[config.mk]
export PLATFORM = sky130hd
export DESIGN_NAME = array_rw_sched
export DESIGN_NICKNAME = d
export VERILOG_FILES = /design/src/rtl/array_rw_sched.sv
export SDC_FILE = /design/constraint.sdc
export NUM_CORES = 1
export LEC_CHECK = 0
export CAP_MARGIN = 10
export CORE_MARGIN = 4
export CORE_UTILIZATION = 30
export DETAILED_ROUTE_END_ITERATION = 16
export PLACE_DENSITY = 0.95
export SLEW_MARGIN = 5
export SYNTH_ARGS = -nofsm -noshare
export SYNTH_HDL_FRONTEND = slang
export SYNTH_SLANG_ARGS = --single-unit
export TNS_END_PERCENT = 50
[constraint.sdc]
create_clock -name clock -period 2.2 [get_ports clock]
set_input_delay 0.44 -clock clock [delete_from_list [all_inputs] [get_ports clock]]
set_output_delay 0.44 -clock clock [all_outputs]
set_load 0.05 [all_outputs]
[src/rtl/array_rw_sched.sv]
// Init sequencer and read/write scheduler in front of a 1R1W SRAM macro.
// Optional round-robin read arbitration: define ARRAY_RW_SCHED_RR_ARB_EN.
module array_rw_sched #(
  parameter int                DEPTH    = 512,
  parameter int                ADDR_W   = 9,
  parameter int                DATA_W   = 11,
  parameter logic [DATA_W-1:0] INIT_VAL = '0
) (
  input  logic              clock,
  input  logic              reset_n,
  output logic              init_done,
  output logic              dbg_state,
  input  logic              rd0_valid,
  output logic              rd0_ready,
  input  logic [ADDR_W-1:0] rd0_addr,
  input  logic              rd1_valid,
  output logic              rd1_ready,
  input  logic [ADDR_W-1:0] rd1_addr,
  output logic              resp_valid,
  output logic              resp_id,
  output logic [DATA_W-1:0] resp_data,
  input  logic              wr_valid,
  output logic              wr_ready,
  input  logic [ADDR_W-1:0] wr_addr,
  input  logic [DATA_W-1:0] wr_data,
  output logic              sram_r_en,
  output logic [ADDR_W-1:0] sram_r_addr,
  input  logic [DATA_W-1:0] sram_r_data,
  output logic              sram_w_en,
  output logic [ADDR_W-1:0] sram_w_addr,
  output logic [DATA_W-1:0] sram_w_data
);

  // Handshake: a read is granted in the cycle rdN_valid && rdN_ready are both
  // high; its data appears with resp_valid exactly one cycle later. A write is
  // accepted in the cycle wr_valid && wr_ready; no backpressure exists in RUN.

  typedef enum logic {ST_INIT = 1'b0, ST_RUN = 1'b1} state_t;

  state_t            state_q, state_d;
  logic [ADDR_W-1:0] cnt_q, cnt_d;
  logic              init_done_q;
  logic              resp_valid_q, resp_id_q;
  logic              gnt0, gnt1;

`ifdef ARRAY_RW_SCHED_RR_ARB_EN
  logic ptr_q, ptr_d;
`endif

  always_comb begin
    state_d     = state_q;
    cnt_d       = cnt_q;
    rd0_ready   = 1'b0;
    rd1_ready   = 1'b0;
    wr_ready    = 1'b0;
    gnt0        = 1'b0;
    gnt1        = 1'b0;
    sram_r_en   = 1'b0;
    sram_r_addr = rd0_addr;
    sram_w_en   = 1'b0;
    sram_w_addr = wr_addr;
    sram_w_data = wr_data;
`ifdef ARRAY_RW_SCHED_RR_ARB_EN
    ptr_d       = ptr_q;
`endif
    case (state_q)
      ST_INIT: begin
        sram_w_en   = 1'b1;
        sram_w_addr = cnt_q;
        sram_w_data = INIT_VAL;
        cnt_d       = cnt_q + 1'b1;
        if (cnt_q == ADDR_W'(DEPTH - 1)) state_d = ST_RUN;
      end
      ST_RUN: begin
        wr_ready  = 1'b1;
        sram_w_en = wr_valid;
`ifdef ARRAY_RW_SCHED_RR_ARB_EN
        rd0_ready = !ptr_q || !rd1_valid;
        rd1_ready = ptr_q || !rd0_valid;
        gnt0      = rd0_valid && rd0_ready;
        gnt1      = rd1_valid && rd1_ready;
        // The pointer always moves to the requester that was not served.
        if (gnt0)      ptr_d = 1'b1;
        else if (gnt1) ptr_d = 1'b0;
`else
        rd0_ready = 1'b1;
        rd1_ready = !rd0_valid;
        gnt0      = rd0_valid;
        gnt1      = rd1_valid && !rd0_valid;
`endif
        sram_r_en   = gnt0 || gnt1;
        sram_r_addr = gnt1 ? rd1_addr : rd0_addr;
      end
      default: state_d = ST_INIT;
    endcase
  end

  always_ff @(posedge clock or negedge reset_n) begin
    if (!reset_n) begin
      state_q      <= ST_INIT;
      cnt_q        <= '0;
      init_done_q  <= 1'b0;
      resp_valid_q <= 1'b0;
      resp_id_q    <= 1'b0;
    end else begin
      state_q      <= state_d;
      cnt_q        <= cnt_d;
      init_done_q  <= (state_d == ST_RUN);
      resp_valid_q <= gnt0 || gnt1;
      if (gnt0 || gnt1) resp_id_q <= gnt1;
    end
  end

`ifdef ARRAY_RW_SCHED_RR_ARB_EN
  always_ff @(posedge clock or negedge reset_n) begin
    if (!reset_n) ptr_q <= 1'b0;
    else          ptr_q <= ptr_d;
  end
`endif

  assign init_done  = init_done_q;
  assign dbg_state  = state_q;
  assign resp_valid = resp_valid_q;
  assign resp_id    = resp_id_q;
  assign resp_data  = sram_r_data;

endmodule

Word level (Yosys, flattened, before mapping)
Cells that the tools add are included.
- memories: 0
- bits in writable memories: 0
- flip-flop bits (word level): 12
- ROM bits: 0
- word-level logic and storage cells: 23
- input bits: 54
- output and inout port bits: 49
- latch bits: 0
- muxes and demuxes: 12
- $add $sub $neg: 1
- shift-type cells: 0
- equal/unequal tests: 1
- multiply operators: 0
- divide/modulo/power cells: 0
- bitwise logic cells: 1
- $lt $le $gt $ge: 0
- reductions and logical operators: 4
- operators with widths (operator ; number):
    $mux 9 ; 3
    $mux 11 ; 1
    $add 9x1->9 const B ; 1
    $eq 9x9->1 const B ; 1
    $mux 1 ; 7
    $logic_or 1x1->1 ; 2
    $pmux 1 s2 ; 1
    $logic_and 1x1->1 ; 1
    $logic_not 1->1 ; 1
    $not 1->1 ; 1

Longest topological paths before layout
- depth after elaboration: 4
- mapped depth: 5

Least setup slack after synthesis
No wires, ideal clock.
- path type: reg2out
- start: reg init_done (netlist name)
- end: out sram_r_addr[0]
- data arrival time: 1819 ps
- path slack: -59 ps
- buffers on the path: 0
- cell stages (with the launch flop): 4
- path through: dfrtp_1 and2b_1 nand2_4 mux2_2
- RTL lines (element ; RTL line ; source):
    end: declaration ; 27 ; output logic [ADDR_W-1:0] sram_r_addr,

==> results.py <==
metrics = {
    "yosys": {
        "ys_types": 22,
        "syn_area_per_cell_um2": 10.49,
        "synth_top_cells_by_count": "mux2_2 (20), buf_4 (14), dfrtp_1 (12)",
        "synth_area_um2": 923.4,
        "synth_nets": 144,
        "yosys_most_used_dff": "dfrtp_1",
        "synth-edff-count": 0,
        "yosys.cell_count.top_type": "mux2_2",
        "yosys.area.top_type": "dfrtp_1",
        "ys_ff_latch": 12,
        "synth.yosys.seq_area_share_pct": 32.52,
        "netlist.area_leader.share_pct": 32.52,
        "ys_warn_count": 0,
        "synthCells": 88,
        "async_flop_share_pct": 100.0,
        "synth_area_leaders": "dfrtp_1 (33%), mux2_2 (24%), buf_4 (11%)",
    },
    "critical_path": {
        "crit_path_frequent_cell": "buf_4",
        "cp-start-kind": "flip-flop",
        "required_ps": 1760,
        "critical_path.max_stage_delay_ps": 390,
        "cp_max_fo": 35,
        "arrival_ps": 1620,
        "ff2ff_path_depth": 5,
        "worstSetupPathType": "flip-flop to primary output",
        "r2r_slack_ps": 740,
        "crit_buf_inv": 2,
        "cp_top_family": "buffers and inverters",
        "reg2reg_from": "cnt_q[0]",
        "end_kind": "primary output",
        "crit_chain": "buf_4 > mux2_2 > buf_4",
        "reg2reg_to": "cnt_q[8]",
        "critPathSlowestCell": "buf_4",
    },
    "floorplanning": {
        "chipWidth_um": 63.48,
        "num_rows": 19,
        "ios": 103,
        "fp.coreArea_um2": 2853,
        "die_h_um": 63.48,
        "initial_utilization_pct": 32.37,
        "die_area_um2": 4030,
    },
    "timing": {
        "hold_ws_ps": 513.0,
        "finalHoldViolations": 0,
        "fin_crit_ps": 2058,
        "maxSlewHeadroom_pct": 64.39,
        "tightest_slew_ps": 532.5,
        "slew_viol_final": 0,
        "skew_ps": 4.299,
        "period_share_pct": 93.55,
        "setup_viol": 0,
        "rsz0062_at_grt": "false",
        "fmax_ghz": 0.4859,
    },
    "route": {
        "firstDrtPassIters": 4,
        "routed_wl_mm": 3.533,
        "vias": 922,
        "drt_iter0_markers": 43,
        "routedWlPerCell_um": 18.59,
        "vias_per_cell": 4.853,
        "ant_nets": 0,
        "drc": 0,
    },
    "grt": {
        "grt_max_degree": 36,
        "grt_pass1_wl_mm": 5.361,
        "antenna_found_initial": 0,
        "grt_pass1_vias": 955,
        "grt-ovfl-total": 0,
        "grt_use_total_pct": 17.45,
    },
    "clock_network": {
        "insertion_delay_ps": 270,
        "clk_pin_slew_ps": 70,
        "cts_max_level": 1,
        "cts_buffers": 3,
        "cts_hold_buf": 0,
        "clkSinkCount": 12,
        "cts.root.buffer_cell": "clkbuf_4",
        "tritoncts": "yes",
        "clock_path_buffers": 2,
    },
    "worst_hold_path": {
        "hp-class": "input port to asynchronous set/reset pin",
    },
    "cells_and_area": {
        "area_growth_pct": 115.7,
        "nets": 217,
        "antenna_cells": 0,
        "stdcell_count": 190,
        "drive_above_1_share_pct": 42.77,
    },
    "placed_design": {
        "io_buffers": 80,
        "post-dp-hpwl_mm": 2.838,
        "place_congestion": 0.8169,
        "dp.cells": 186,
    },
    "pwr": {
        "power_per_cell_area_nw_per_um2": 259.7,
        "leakage_nw": 0.9096,
        "ir_drop_mv": 0.2627,
    },
    "run": {
        "maxCapViolations": 0,
    },
    "outcome": {
        "outcome": "finished clean",
    },
}
[cell families (layout without fill, tap and decap cells)]
kind of cell / Yosys count / count (layout) / synth area share [%]
and+or+nand+nor: 26 / 27 / 18.29
adders and majority gates: 2 / 2 / 2.710
AOI/OAI and AO/OA: 3 / 3 / 2.167
muxes: 20 / 20 / 24.39
buffers and inverters: 18 / 88 / 13.28
xor gates and xnor gates: 7 / 7 / 6.640
DFF: 12 / 12 / 32.52
[worst register-to-register path, stage by stage, from the launching register on]
cell	delay (ps)
dfrtp_1	420
ha_1	260
nand3_1	100
nor2_1	40
ha_1	260
mux2_2	260
[where the power goes]
group / total [mW] / switching [mW] / leakage, nW / internal, mW
logic: 0.171 / 0.0617 / 0.748 / 0.109
registers: 0.221 / 0 / 0.148 / 0.221
clock network: 0.126 / 0.0629 / 0.0138 / 0.0632
total: 0.517 / 0.125 / 0.910 / 0.393
[per-stage QoR]
step	setup TNS [ps]	power [mW]	util, %	instance area (um^2)	worst slack, ps
2_1_floorplan	0	0.3196	-	924.6	90.98
3_3_place_gp	-483.4	0.3852	67.41	1923	-56.95
3_5_place_dp	-750.9	0.3883	67.41	1923	-93.74
4_1_cts	0	0.5239	69.74	1989	36.79
5_1_grt	0	0.5403	69.82	1992	85.03
6_report	0	0.5172	69.82	1992	142.0
[flip-flops by register name, indices dropped and copies added, names as in the netlist]
| register | count |
|---|---|
| cnt_q | 9 |
| init_done | 1 |
| resp_valid | 1 |
| resp_id | 1 |
[layout make-up]
cell class | instances | area, um^2
Clock buffer | 3 | 22.52
Fill cell | 202 | 860.8
Inverter | 1 | 3.754
Multi-Input combinational cell | 59 | 546.8
Sequential cell | 12 | 300.3
Tap cell | 31 | 38.79
Timing Repair Buffer | 84 | 1080
[per-layer routing]
layer / routed length, um / global-route usage [%] / share of wire (%)
met2: 2047 / 33.77 / 58
met5: 0 / 0 / 0
met4: 85 / 5.660 / 2.4
met1: 1163 / 17.26 / 33
met3: 237 / 5.506 / 6.7
[layout by cell type, fill, tap and decap left out, types with 2 or more instances in the layout]
master and n:
buf_12 27, mux2_2 11, o21a_1 2, and2_1 11, buf_4 13, ha_1 2
xnor2_1 4, mux2_4 9, nor2_1 3, dfrtp_1 12, clkbuf_4 3, nand4b_1 2
nand2b_1 2, nand2_1 2, clkdlybuf4s50_1 42, xor2_1 3, nand2_4 2
[worst max-delay path by stage]
| stage | endpoint | cells past startpoint | from | slack [ps] |
|---|---|---|---|---|
| 4_1_cts | sram_r_addr[8] | 4 | rd1_valid | 40 |
| 2_1_floorplan | sram_r_addr[0] | 3 | init_done | 90 |
| 3_5_place_dp | sram_r_addr[4] | 5 | rd0_valid | -90 |
| 5_1_grt | sram_w_addr[1] | 3 | init_done | 90 |
| 6_report | sram_w_addr[7] | 3 | init_done | 140 |
| 3_3_place_gp | sram_r_addr[2] | 5 | rd0_valid | -60 |
[timing repair]
item | in CTS | in global routing
gates cloned | 1 | 0
setup endpoints to repair | 9 | 1
pin swaps | 1 | 0
gates resized for setup | 11 | 1
endpoints found under the hold margin | 0 | 0
setup buffers | 0 | 0
No activity file was read; power rests on OpenSTA's default activity.
